### src/rtl/little_computer_pkg.sv
// Shared definitions for the LittleComputer serial link.
//   rx_state_t        : receiver frame states
//   WORD_WIDTH        : machine word width
//   SERIAL_IDLE_LEVEL : line level between frames
package little_computer_pkg;

  localparam int   WORD_WIDTH        = 16;
  localparam logic SERIAL_IDLE_LEVEL = 1'b1;

  typedef enum logic [2:0] {
    IDLE,
    START,
    DATA,
    STOP,
    WAIT_IDLE,
    PARITY
  } rx_state_t;

endpackage

### src/rtl/bit_timer.sv
// Modulo-CYCLES_PER_BIT cycle counter shared by the serial receiver and
// transmitter. half_tick marks the middle of a bit cell measured from the
// last clear, full_tick marks one whole bit period later, and every
// CYCLES_PER_BIT cycles after that.
// Ports:
//   clk       : system clock, rising edge
//   rst       : synchronous active-high reset
//   clr       : synchronous clear, counter reads 0 next cycle
//   half_tick : counter == CYCLES_PER_BIT/2 - 1
//   full_tick : counter == CYCLES_PER_BIT - 1
module bit_timer #(
  parameter int CYCLES_PER_BIT = 4
) (
  input  logic clk,
  input  logic rst,
  input  logic clr,
  output logic half_tick,
  output logic full_tick
);

  localparam int CW = (CYCLES_PER_BIT > 1) ? $clog2(CYCLES_PER_BIT) : 1;
  localparam logic [CW-1:0] HALF_M1 = CW'(CYCLES_PER_BIT / 2 - 1);
  localparam logic [CW-1:0] LAST    = CW'(CYCLES_PER_BIT - 1);

  logic [CW-1:0] cnt_q, cnt_d;

  always_comb begin
    if (clr || (cnt_q == LAST)) cnt_d = '0;
    else                        cnt_d = cnt_q + CW'(1);
  end

  always_ff @(posedge clk) begin
    if (rst) cnt_q <= '0;
    else     cnt_q <= cnt_d;
  end

  assign half_tick = (cnt_q == HALF_M1);
  assign full_tick = (cnt_q == LAST);

endmodule

### src/rtl/serial_word_receiver.sv
// Bit-serial word receiver: start bit, WIDTH data bits LSB first, optional
// even parity bit, stop bit. Completed words are handed to the core through
// a VALID/READY register.
// Optional feature: define SERIAL_RX_PARITY_EN to add the parity bit and the
// sticky PERR output.
// Ports:
//   CLK   : system clock, rising edge
//   RST   : synchronous active-high reset
//   SIN   : serial line, synchronised to CLK, idle high
//   Y     : last received word
//   VALID : Y holds an unconsumed word
//   READY : consumer takes Y when VALID & READY
//   FERR  : sticky framing error (stop bit sampled low)
//   OVR   : sticky overrun (word dropped, Y still occupied)
//   PERR  : sticky parity error (only with SERIAL_RX_PARITY_EN)
//
// state     | meaning
// IDLE      | line idle, timer held clear, waiting for a low sample
// START     | confirming the start bit at its midpoint
// DATA      | sampling data bits at bit-cell midpoints
// PARITY    | sampling the parity bit (parity builds only)
// STOP      | sampling the stop bit
// WAIT_IDLE | framing error seen, waiting for the line to return high
module serial_word_receiver
  import little_computer_pkg::*;
#(
  parameter int WIDTH          = WORD_WIDTH,
  parameter int CYCLES_PER_BIT = 4
) (
  input  logic             CLK,
  input  logic             RST,
  input  logic             SIN,
  output logic [WIDTH-1:0] Y,
  output logic             VALID,
  input  logic             READY,
  output logic             FERR,
  output logic             OVR
`ifdef SERIAL_RX_PARITY_EN
  ,
  output logic             PERR
`endif
);

  localparam int IW = (WIDTH > 1) ? $clog2(WIDTH) : 1;
  localparam logic [IW-1:0] LAST_IDX = IW'(WIDTH - 1);

  rx_state_t        state_q, state_d;
  logic [IW-1:0]    idx_q, idx_d;
  logic [WIDTH-1:0] shift_q, shift_d;
  logic [WIDTH-1:0] y_q, y_d;
  logic             valid_q, valid_d;
  logic             ferr_q, ferr_d;
  logic             ovr_q, ovr_d;
  logic             deliver_q, deliver_d;
`ifdef SERIAL_RX_PARITY_EN
  logic             perr_q, perr_d;
`endif
  logic             timer_clr;
  logic             half_tick;
  logic             full_tick;

  bit_timer #(.CYCLES_PER_BIT(CYCLES_PER_BIT)) u_bit_timer (
    .clk       (CLK),
    .rst       (RST),
    .clr       (timer_clr),
    .half_tick (half_tick),
    .full_tick (full_tick)
  );

  always_comb begin
    state_d   = state_q;
    idx_d     = idx_q;
    shift_d   = shift_q;
    y_d       = y_q;
    valid_d   = valid_q;
    ferr_d    = ferr_q;
    ovr_d     = ovr_q;
    deliver_d = 1'b0;
`ifdef SERIAL_RX_PARITY_EN
    perr_d    = perr_q;
`endif
    timer_clr = 1'b0;

    case (state_q)
      IDLE: begin
        // Holding the timer clear makes the first half_tick land HALF
        // cycles after the falling edge was sampled.
        timer_clr = 1'b1;
        if (SIN != SERIAL_IDLE_LEVEL) state_d = START;
      end
      START: begin
        if (half_tick) begin
          if (SIN == 1'b0) begin
            state_d   = DATA;
            idx_d     = '0;
            timer_clr = 1'b1;
          end else begin
            state_d = IDLE;
          end
        end
      end
      DATA: begin
        if (full_tick) begin
          shift_d = {SIN, shift_q[WIDTH-1:1]};
          idx_d   = idx_q + IW'(1);
          if (idx_q == LAST_IDX) begin
`ifdef SERIAL_RX_PARITY_EN
            state_d = PARITY;
`else
            state_d = STOP;
`endif
          end
        end
      end
`ifdef SERIAL_RX_PARITY_EN
      PARITY: begin
        if (full_tick) begin
          // Even parity: data plus parity bit must XOR to zero.
          if (^{shift_q, SIN}) perr_d = 1'b1;
          state_d = STOP;
        end
      end
`endif
      STOP: begin
        if (full_tick) begin
          if (SIN == 1'b1) begin
            deliver_d = 1'b1;
            state_d   = IDLE;
          end else begin
            ferr_d  = 1'b1;
            state_d = WAIT_IDLE;
          end
        end
      end
      WAIT_IDLE: begin
        if (SIN == SERIAL_IDLE_LEVEL) state_d = IDLE;
      end
      default: state_d = IDLE;
    endcase

    // The shift register is untouched in IDLE, so it still holds the word
    // one cycle after the stop sample even if a new start bit arrives.
    if (deliver_q) begin
      if (!valid_q || READY) begin
        y_d     = shift_q;
        valid_d = 1'b1;
      end else begin
        ovr_d = 1'b1;
      end
    end else if (valid_q && READY) begin
      valid_d = 1'b0;
    end
  end

  always_ff @(posedge CLK) begin
    if (RST) begin
      state_q   <= IDLE;
      idx_q     <= '0;
      shift_q   <= '0;
      y_q       <= '0;
      valid_q   <= 1'b0;
      ferr_q    <= 1'b0;
      ovr_q     <= 1'b0;
      deliver_q <= 1'b0;
`ifdef SERIAL_RX_PARITY_EN
      perr_q    <= 1'b0;
`endif
    end else begin
      state_q   <= state_d;
      idx_q     <= idx_d;
      shift_q   <= shift_d;
      y_q       <= y_d;
      valid_q   <= valid_d;
      ferr_q    <= ferr_d;
      ovr_q     <= ovr_d;
      deliver_q <= deliver_d;
`ifdef SERIAL_RX_PARITY_EN
      perr_q    <= perr_d;
`endif
    end
  end

  assign Y     = y_q;
  assign VALID = valid_q;
  assign FERR  = ferr_q;
  assign OVR   = ovr_q;
`ifdef SERIAL_RX_PARITY_EN
  assign PERR  = perr_q;
`endif

endmodule

### config.mk
export PLATFORM = sky130hd
export DESIGN_NAME = serial_word_receiver
export DESIGN_NICKNAME = d
export VERILOG_FILES = /design/src/rtl/little_computer_pkg.sv /design/src/rtl/bit_timer.sv /design/src/rtl/serial_word_receiver.sv
export SDC_FILE = /design/constraint.sdc
export NUM_CORES = 1
export LEC_CHECK = 0
export CAP_MARGIN = 10
export CORE_MARGIN = 10
export CORE_UTILIZATION = 45
export CTS_CLUSTER_SIZE = 40
export DETAILED_ROUTE_END_ITERATION = 12
export HOLD_SLACK_MARGIN = 0.15
export MAX_ROUTING_LAYER = met4
export PLACE_DENSITY = 0.67
export SLEW_MARGIN = 20
export SYNTH_ARGS = -nofsm -noshare
export SYNTH_HDL_FRONTEND = slang
export SYNTH_SLANG_ARGS = --single-unit
### constraint.sdc
create_clock -name CLK -period 2.5 [get_ports CLK]
set_input_delay 0.5 -clock CLK [delete_from_list [all_inputs] [get_ports CLK]]
set_output_delay 0.5 -clock CLK [all_outputs]
set_load 0.02 [all_outputs]
# --- Word level (Yosys, flattened, before mapping) ---
# Index checks and enable logic that the tools add are counted.
totals:
  register_bits: 45
  input_bits: 4
  out_inout_bits: 19
  elab_cells: 66
classes:
  add_sub_neg: 2
  eq_ne: 15
  n_mux: 20
  bitwise: 4
  n_reduce_logical: 16
op_table:
  columns: ["cell", "count"]
  rows:
  - ["$mux W3", 7]
  - ["$pmux W3 S5", 1]
  - ["$ne A2 B2 Y1 const B", 7]
  - ["$mux W4", 3]
  - ["$pmux W4 S2", 1]
  - ["$reduce_and A2 Y1", 4]
  - ["$eq A3 B2 Y1 const B", 2]
  - ["$mux W1", 6]
  - ["$reduce_and A6 Y1", 1]
  - ["$add A4 B1 Y4 const B", 1]
  - ["$eq A4 B4 Y1 const B", 1]
  - ["$not A1 Y1", 4]
  - ["$reduce_and A4 Y1", 1]
  - ["$reduce_bool A2 Y1", 2]
  - ["$eq A3 B1 Y1 const B", 1]
  - ["$eq A3 B3 Y1 const B", 1]
  - ["$logic_not A3 Y1", 1]
  - ["$reduce_and A3 Y1", 1]
  - ["$reduce_or A3 Y1", 1]
  - ["$add A2 B1 Y2 const B", 1]
  - ["$eq A2 B1 Y1 const B", 1]
  - ["$eq A2 B2 Y1 const B", 1]
  - ["$logic_or A1 B1 Y1", 2]
  - ["$mux W2", 1]
  - ["other kinds (5)", 5]

# --- Depth between registers and ports, before layout ---
depth:
  ltp_word: 5
  depth_mapped: 7
  ltp_nobuf: 6

# --- By module ---
# Synthesis repeated with hierarchy kept, for this count alone.
unflattened:
  hier_cells: 214
  hier_area_um2: 1801.7
by_module_without_submodules:
  columns: ["mod", "instances", "cells_each", "area_each_um2", "seq_area_each_um2"]
  rows:
  - ["serial_word_receiver", 1, 207, 1720.4, 860.8]
  - ["bit_timer", 1, 7, 81.3, 40.0]

# --- Least setup slack after synthesis ---
# Ideal clock, no wire load.
synth_path:
  kind: "input to register"
  start: "input SIN"
  end: "register state_q[1]"
  setup_ns: 0.121
  t_arrival_ns: 1.379
  required_time_ns: 2.379
  slack_ns: 1.000
  path_stages: 4
  n_path_buf: 1
  path_cell_list: "buf_4 o32a_1 nand3_1 mux2_4"
synth_via:
  elab_chain_cells: 3
  word_cells_on_any_way: 6
  cone_classes: "2 x eq/ne; 3 x mux; 1 x reduce/logical"
synth_lines:
  columns: ["element", "line", "rtl"]
  rows:
  - ["start: declaration", "serial_word_receiver.sv:32", "input logic SIN,"]
  - ["$mux W2", "serial_word_receiver.sv:93", "if (SIN == 1'b0) begin"]
  - ["$mux W3", "serial_word_receiver.sv:92", "if (half_tick) begin"]
  - ["$pmux W3 S5", "serial_word_receiver.sv:84", "case (state_q)"]
  - ["end signal: assignment", "serial_word_receiver.sv:169", "state_q <= state_d;"]
  - ["end: declaration", "serial_word_receiver.sv:47", "rx_state_t state_q, state_d;"]
# Several ways; a longest one is shown, not always the timed one. The select of a mux whose other input is x is not followed.
# A chain may end at the register's enable or synchronous reset.

# --- Final worst setup path ---
layout_path:
  start: "input READY"
  end: "register y_q[1], in the netlist Y[1]"
layout_via:
  elab_chain_cells: 2
layout_lines:
  columns: ["element", "line", "rtl"]
  rows:
  - ["start: declaration", "serial_word_receiver.sv:35", "input logic READY,"]
  - ["$logic_or A1 B1 Y1", "serial_word_receiver.sv:144", "if (!valid_q || READY) begin"]
  - ["$reduce_and A2 Y1 (no line)", null, null]
  - ["end signal: assignment", "serial_word_receiver.sv:172", "y_q <= y_d;"]
  - ["end: declaration", "serial_word_receiver.sv:50", "logic [WIDTH-1:0] y_q, y_d;"]
# No other way between the ends.

==> impl_results.html <==
<table>
<tr><th>Metric</th><th>Value</th></tr>
<tr><th colspan="2">Status</th></tr>
<tr><td>Run status</td><td>finished clean</td></tr>
<tr><th colspan="2">Synthesis</th></tr>
<tr><td>Sequential cell area fraction in the yosys report</td><td>0.488</td></tr>
<tr><td>Proportion of synthesized flip-flops having asynchronous set or reset</td><td>0</td></tr>
<tr><td>Syn Nets</td><td>~230</td></tr>
<tr><td>Gate Count Post-Synth</td><td>between 200 and 250</td></tr>
<tr><td>Number of distinct library cells after synthesis</td><td>38</td></tr>
<tr><td>Mapped Avg Cell Area</td><td>between 8 and 9 µm²</td></tr>
<tr><td>Total of warnings raised by yosys</td><td>0</td></tr>
<tr><td>Primary flip-flop cell chosen by synthesis mapping</td><td>sky130_fd_sc_hd__dfxtp_1</td></tr>
<tr><td>Flops &amp; latches, synth</td><td>45</td></tr>
<tr><td>Count of flip-flops with a built-in enable after synthesis</td><td>0</td></tr>
<tr><td>Post-synth design cell area</td><td>around 1800 µm²</td></tr>
<tr><th colspan="2">STA</th></tr>
<tr><td>Final clock period utilization by the worst path</td><td>0.752</td></tr>
<tr><td>Max Transition Viols Final</td><td>0</td></tr>
<tr><td>Setup tns final</td><td>0 ps</td></tr>
<tr><td>Final Hold Vio Count</td><td>0</td></tr>
<tr><td>Highest achievable clock rate</td><td>between 500 and 600 MHz</td></tr>
<tr><td>Clk_skew</td><td>13.5 ps</td></tr>
<tr><td>Setup Viol. Count Final</td><td>0</td></tr>
<tr><td>Measured slew at the worst slew-check pin</td><td>1010 ps</td></tr>
<tr><td>Period minus WS final</td><td>1880 ps</td></tr>
<tr><td>Remaining max-slew budget at the tightest pin</td><td>0.328</td></tr>
<tr><td>Setup ws final</td><td>620 ps</td></tr>
<tr><td>Tightest hold margin</td><td>about 460 ps</td></tr>
<tr><td>RSZ-0062 raised after global routing</td><td>false</td></tr>
<tr><th colspan="2">Detailed routing</th></tr>
<tr><td>Total Routed Length</td><td>roughly 3500 µm</td></tr>
<tr><td>Count of nets left with antenna violations after detail routing</td><td>0</td></tr>
<tr><td>Average wire per cell in the routed design</td><td>about 12 µm</td></tr>
<tr><td>Via-per-instance ratio</td><td>about 5</td></tr>
<tr><td>Detailed Routing Iterations Pass 1</td><td>4</td></tr>
<tr><td>Total number of vias</td><td>approximately 1,500</td></tr>
<tr><td>Initial DRC count</td><td>~100</td></tr>
<tr><td>DRC errors left</td><td>0</td></tr>
<tr><th colspan="2">Critical path</th></tr>
<tr><td>Worst path required time</td><td>between 2000 and 3000 ps</td></tr>
<tr><td>Depth of the worst register-to-register path</td><td>4</td></tr>
<tr><td>Reg2Reg Setup Slack</td><td>between 800 and 900 ps</td></tr>
<tr><td>Critical-path maximum fanout</td><td>16</td></tr>
<tr><td>Worst path bufs/invs</td><td>1</td></tr>
<tr><td>Signal arrival time at the worst endpoint</td><td>2110 ps</td></tr>
<tr><td>Cell with the largest stage delay on the worst path</td><td>sky130_fd_sc_hd__nor2b_1</td></tr>
<tr><td>CP Class</td><td>input pin to flop</td></tr>
<tr><td>Crit start category</td><td>input pin</td></tr>
<tr><td>Levels on crit path</td><td>5</td></tr>
<tr><td>Critical path capture point type</td><td>flop</td></tr>
<tr><td>Family with the most delay on the worst path</td><td>simple AND/OR/NAND/NOR gates</td></tr>
<tr><td>Cell occurring most often along the worst timing path</td><td>sky130_fd_sc_hd__nor2b_1</td></tr>
<tr><td>Stage delay of the slowest cell on the critical path</td><td>between 700 and 800 ps</td></tr>
<tr><td>Critical path, cell by cell</td><td>clkdlybuf4s50_1 &gt; nor2b_1 &gt; nor2b_1 &gt; nand2_1 &gt; a21oi_1</td></tr>
<tr><th colspan="2">CTS</th></tr>
<tr><td>Clock insertion delay at the later pin of the skew report</td><td>310 ps</td></tr>
<tr><td>Cts repair resizes</td><td>0</td></tr>
<tr><td>Clock Tree Root</td><td>sky130_fd_sc_hd__clkbuf_8</td></tr>
<tr><td>Maximum buffer depth of the clock tree</td><td>2</td></tr>
<tr><td>CTS buffer count</td><td>5</td></tr>
<tr><td>Register clock-pin slew on the reported worst setup and hold paths</td><td>80 ps</td></tr>
<tr><td>Buffers inserted during post-CTS setup optimization</td><td>0</td></tr>
<tr><td>Hold buffer count at CTS</td><td>0</td></tr>
<tr><td>Clk sinks</td><td>45</td></tr>
<tr><td>H-tree lvl count</td><td>2</td></tr>
<tr><td>CTS tree</td><td>done</td></tr>
<tr><th colspan="2">Power and ir drop</th></tr>
<tr><td>Power density relative to cell area</td><td>~610 nW/µm²</td></tr>
<tr><td>Worst-case vdd ir drop</td><td>roughly 0.39 mV</td></tr>
<tr><td>Power, Total</td><td>1.30 mW</td></tr>
<tr><td>Static leakage</td><td>approximately 0.7 nW</td></tr>
<tr><th colspan="2">Final layout</th></tr>
<tr><td>Synth-to-layout area growth</td><td>15.3%</td></tr>
<tr><td>Final cell utilization of the core</td><td>0.535</td></tr>
<tr><td>Fraction of layout cells with a size suffix above 1</td><td>0.0851</td></tr>
<tr><td>Antenna diode count</td><td>0</td></tr>
<tr><td>Layout Cells excl Fill</td><td>~290</td></tr>
<tr><td>Number of nets at the end of the flow</td><td>241</td></tr>
<tr><td>Final instance area</td><td>2130 µm²</td></tr>
<tr><th colspan="2">GRT</th></tr>
<tr><td>Remaining global-route overflow</td><td>0</td></tr>
<tr><td>First-pass GRT wire length</td><td>~6300 µm</td></tr>
<tr><td>Number of global-route vias before repair</td><td>1,457</td></tr>
<tr><td>Total global-route track usage</td><td>0.108</td></tr>
<tr><td>Initial antenna violation count</td><td>0</td></tr>
<tr><td>Maximum number of pins on one net before global-route repair</td><td>26</td></tr>
<tr><th colspan="2">Placement</th></tr>
<tr><td>Gpl congestion</td><td>approximately 0.8</td></tr>
<tr><td>Detailed placement HPWL</td><td>approximately 2400 µm</td></tr>
<tr><td>Total instance count after detailed placement</td><td>around 280</td></tr>
<tr><td>Number of I/O port buffers</td><td>22</td></tr>
<tr><td>Post-place setup slack</td><td>about 300 ps</td></tr>
<tr><td>Instance area after placement</td><td>just over 2000 µm²</td></tr>
<tr><th colspan="2">Floorplanning</th></tr>
<tr><td>Cell row count</td><td>23</td></tr>
<tr><td>Floorplan Core Area</td><td>approximately 4000 µm²</td></tr>
<tr><td>Number of ports placed on the die boundary</td><td>23</td></tr>
<tr><td>Die Area</td><td>7060 µm²</td></tr>
<tr><td>Initial Utilization</td><td>0.464</td></tr>
<tr><td>Horizontal extent of the die</td><td>84.0 µm</td></tr>
<tr><td>Vertical die dimension</td><td>approximately 84 µm</td></tr>
<tr><th colspan="2">Hold path</th></tr>
<tr><td>Worst Hold Depth</td><td>2</td></tr>
<tr><td>Kind of path behind the tightest hold check</td><td>flop to flop</td></tr>
<tr><th colspan="2">Job</th></tr>
<tr><td>MaxCap Viol Count</td><td>0</td></tr>
</table>
cell type report:
| type | instances | area, µm² |
|---|---|---|
| multi-input cells | 155 | 818 |
| clock buffers | 5 | 68.8 |
| clock inverters | 3 | 25.0 |
| flip-flops and latches | 45 | 901 |
| well taps | 50 | 62.6 |
| repair buffers | 25 | 243 |
| inverters | 2 | 7.51 |
| fillers | 413 | 1850 |
registers in the layout (all words and copies together) (netlist names):
register / flops
idx_q: 4
state_q: 3
FERR: 1
OVR: 1
VALID: 1
Y: 16
u_bit_timer.cnt_q: 2
deliver_q: 1
shift_q: 16
metal layers:
metal,GRT usage,vias to the layer above,wire length [µm]
met3,0.0449,7,202
met4,0.0548,0,74
li1,-,751,-
met2,0.167,24,1550
met5,-,-,0
met1,0.117,680,1700
cells in the mapped netlist, types with 3 or more instances:
master / instances / area, µm²
sky130_fd_sc_hd__nand2_1: 68 / 255
sky130_fd_sc_hd__dfxtp_1: 45 / 901
sky130_fd_sc_hd__a21oi_1: 31 / 155
sky130_fd_sc_hd__nor2_1: 13 / 48.8
sky130_fd_sc_hd__a21oi_2: 5 / 43.8
sky130_fd_sc_hd__buf_2: 5 / 25.0
sky130_fd_sc_hd__clkbuf_1: 5 / 18.8
sky130_fd_sc_hd__nand3_1: 4 / 20.0
sky130_fd_sc_hd__ha_1: 3 / 37.5
sky130_fd_sc_hd__nand3b_1: 3 / 22.5
sky130_fd_sc_hd__nor2b_1: 3 / 18.8
sky130_fd_sc_hd__nor3_1: 3 / 15.0
placed cells by master (no fill, tap or decap), types with 2 or more instances in the layout:
cell                              netlist  routed
sky130_fd_sc_hd__nand2_1               68      68
sky130_fd_sc_hd__dfxtp_1               45      45
sky130_fd_sc_hd__a21oi_1               31      31
sky130_fd_sc_hd__clkdlybuf4s50_1        0      22
sky130_fd_sc_hd__nor2_1                13      13
sky130_fd_sc_hd__a21oi_2                5       5
sky130_fd_sc_hd__clkbuf_8               0       5
sky130_fd_sc_hd__nand3_1                4       4
sky130_fd_sc_hd__nor2b_1                3       3
sky130_fd_sc_hd__nand3b_1               3       3
sky130_fd_sc_hd__nor3_1                 3       3
sky130_fd_sc_hd__ha_1                   3       3
sky130_fd_sc_hd__buf_4                  1       3
sky130_fd_sc_hd__inv_1                  2       2
sky130_fd_sc_hd__nand2b_1               2       2
sky130_fd_sc_hd__nand4bb_1              2       2
sky130_fd_sc_hd__a31oi_1                2       2
worst register-to-register path: stages, from the launching register on:
cell and delay, ps:
sky130_fd_sc_hd__dfxtp_1 320, sky130_fd_sc_hd__nor2b_1 150, sky130_fd_sc_hd__nor2b_1 780, sky130_fd_sc_hd__nand2_1 140
sky130_fd_sc_hd__a21oi_1 160
worst paths after layout:
kind / start / to
setup reg to reg: VALID / Y[1]
hold / removal: Y[0] / Y[0]
setup / recovery: READY / Y[1]
hold reg to reg: Y[0] / Y[0]
power by group:
part,switching [mW],leakage [nW],internal [mW]
clock,0.267,0.0447,0.202
combinational,0.0395,0.275,0.0427
sequential,0.0212,0.363,0.725
cells by family after synthesis:
family | Yosys count | share of synthesized area
AO/OA/AOI/OAI | 47 | 0.153
adder cells (fa/ha/maj) | 3 | 0.0204
buffers and inverters | 19 | 0.0678
flip-flops | 45 | 0.488
multiplexers | 2 | 0.0136
AND/OR/NAND/NOR | 103 | 0.256
Note: power is estimated with default switching activity, not from simulation.
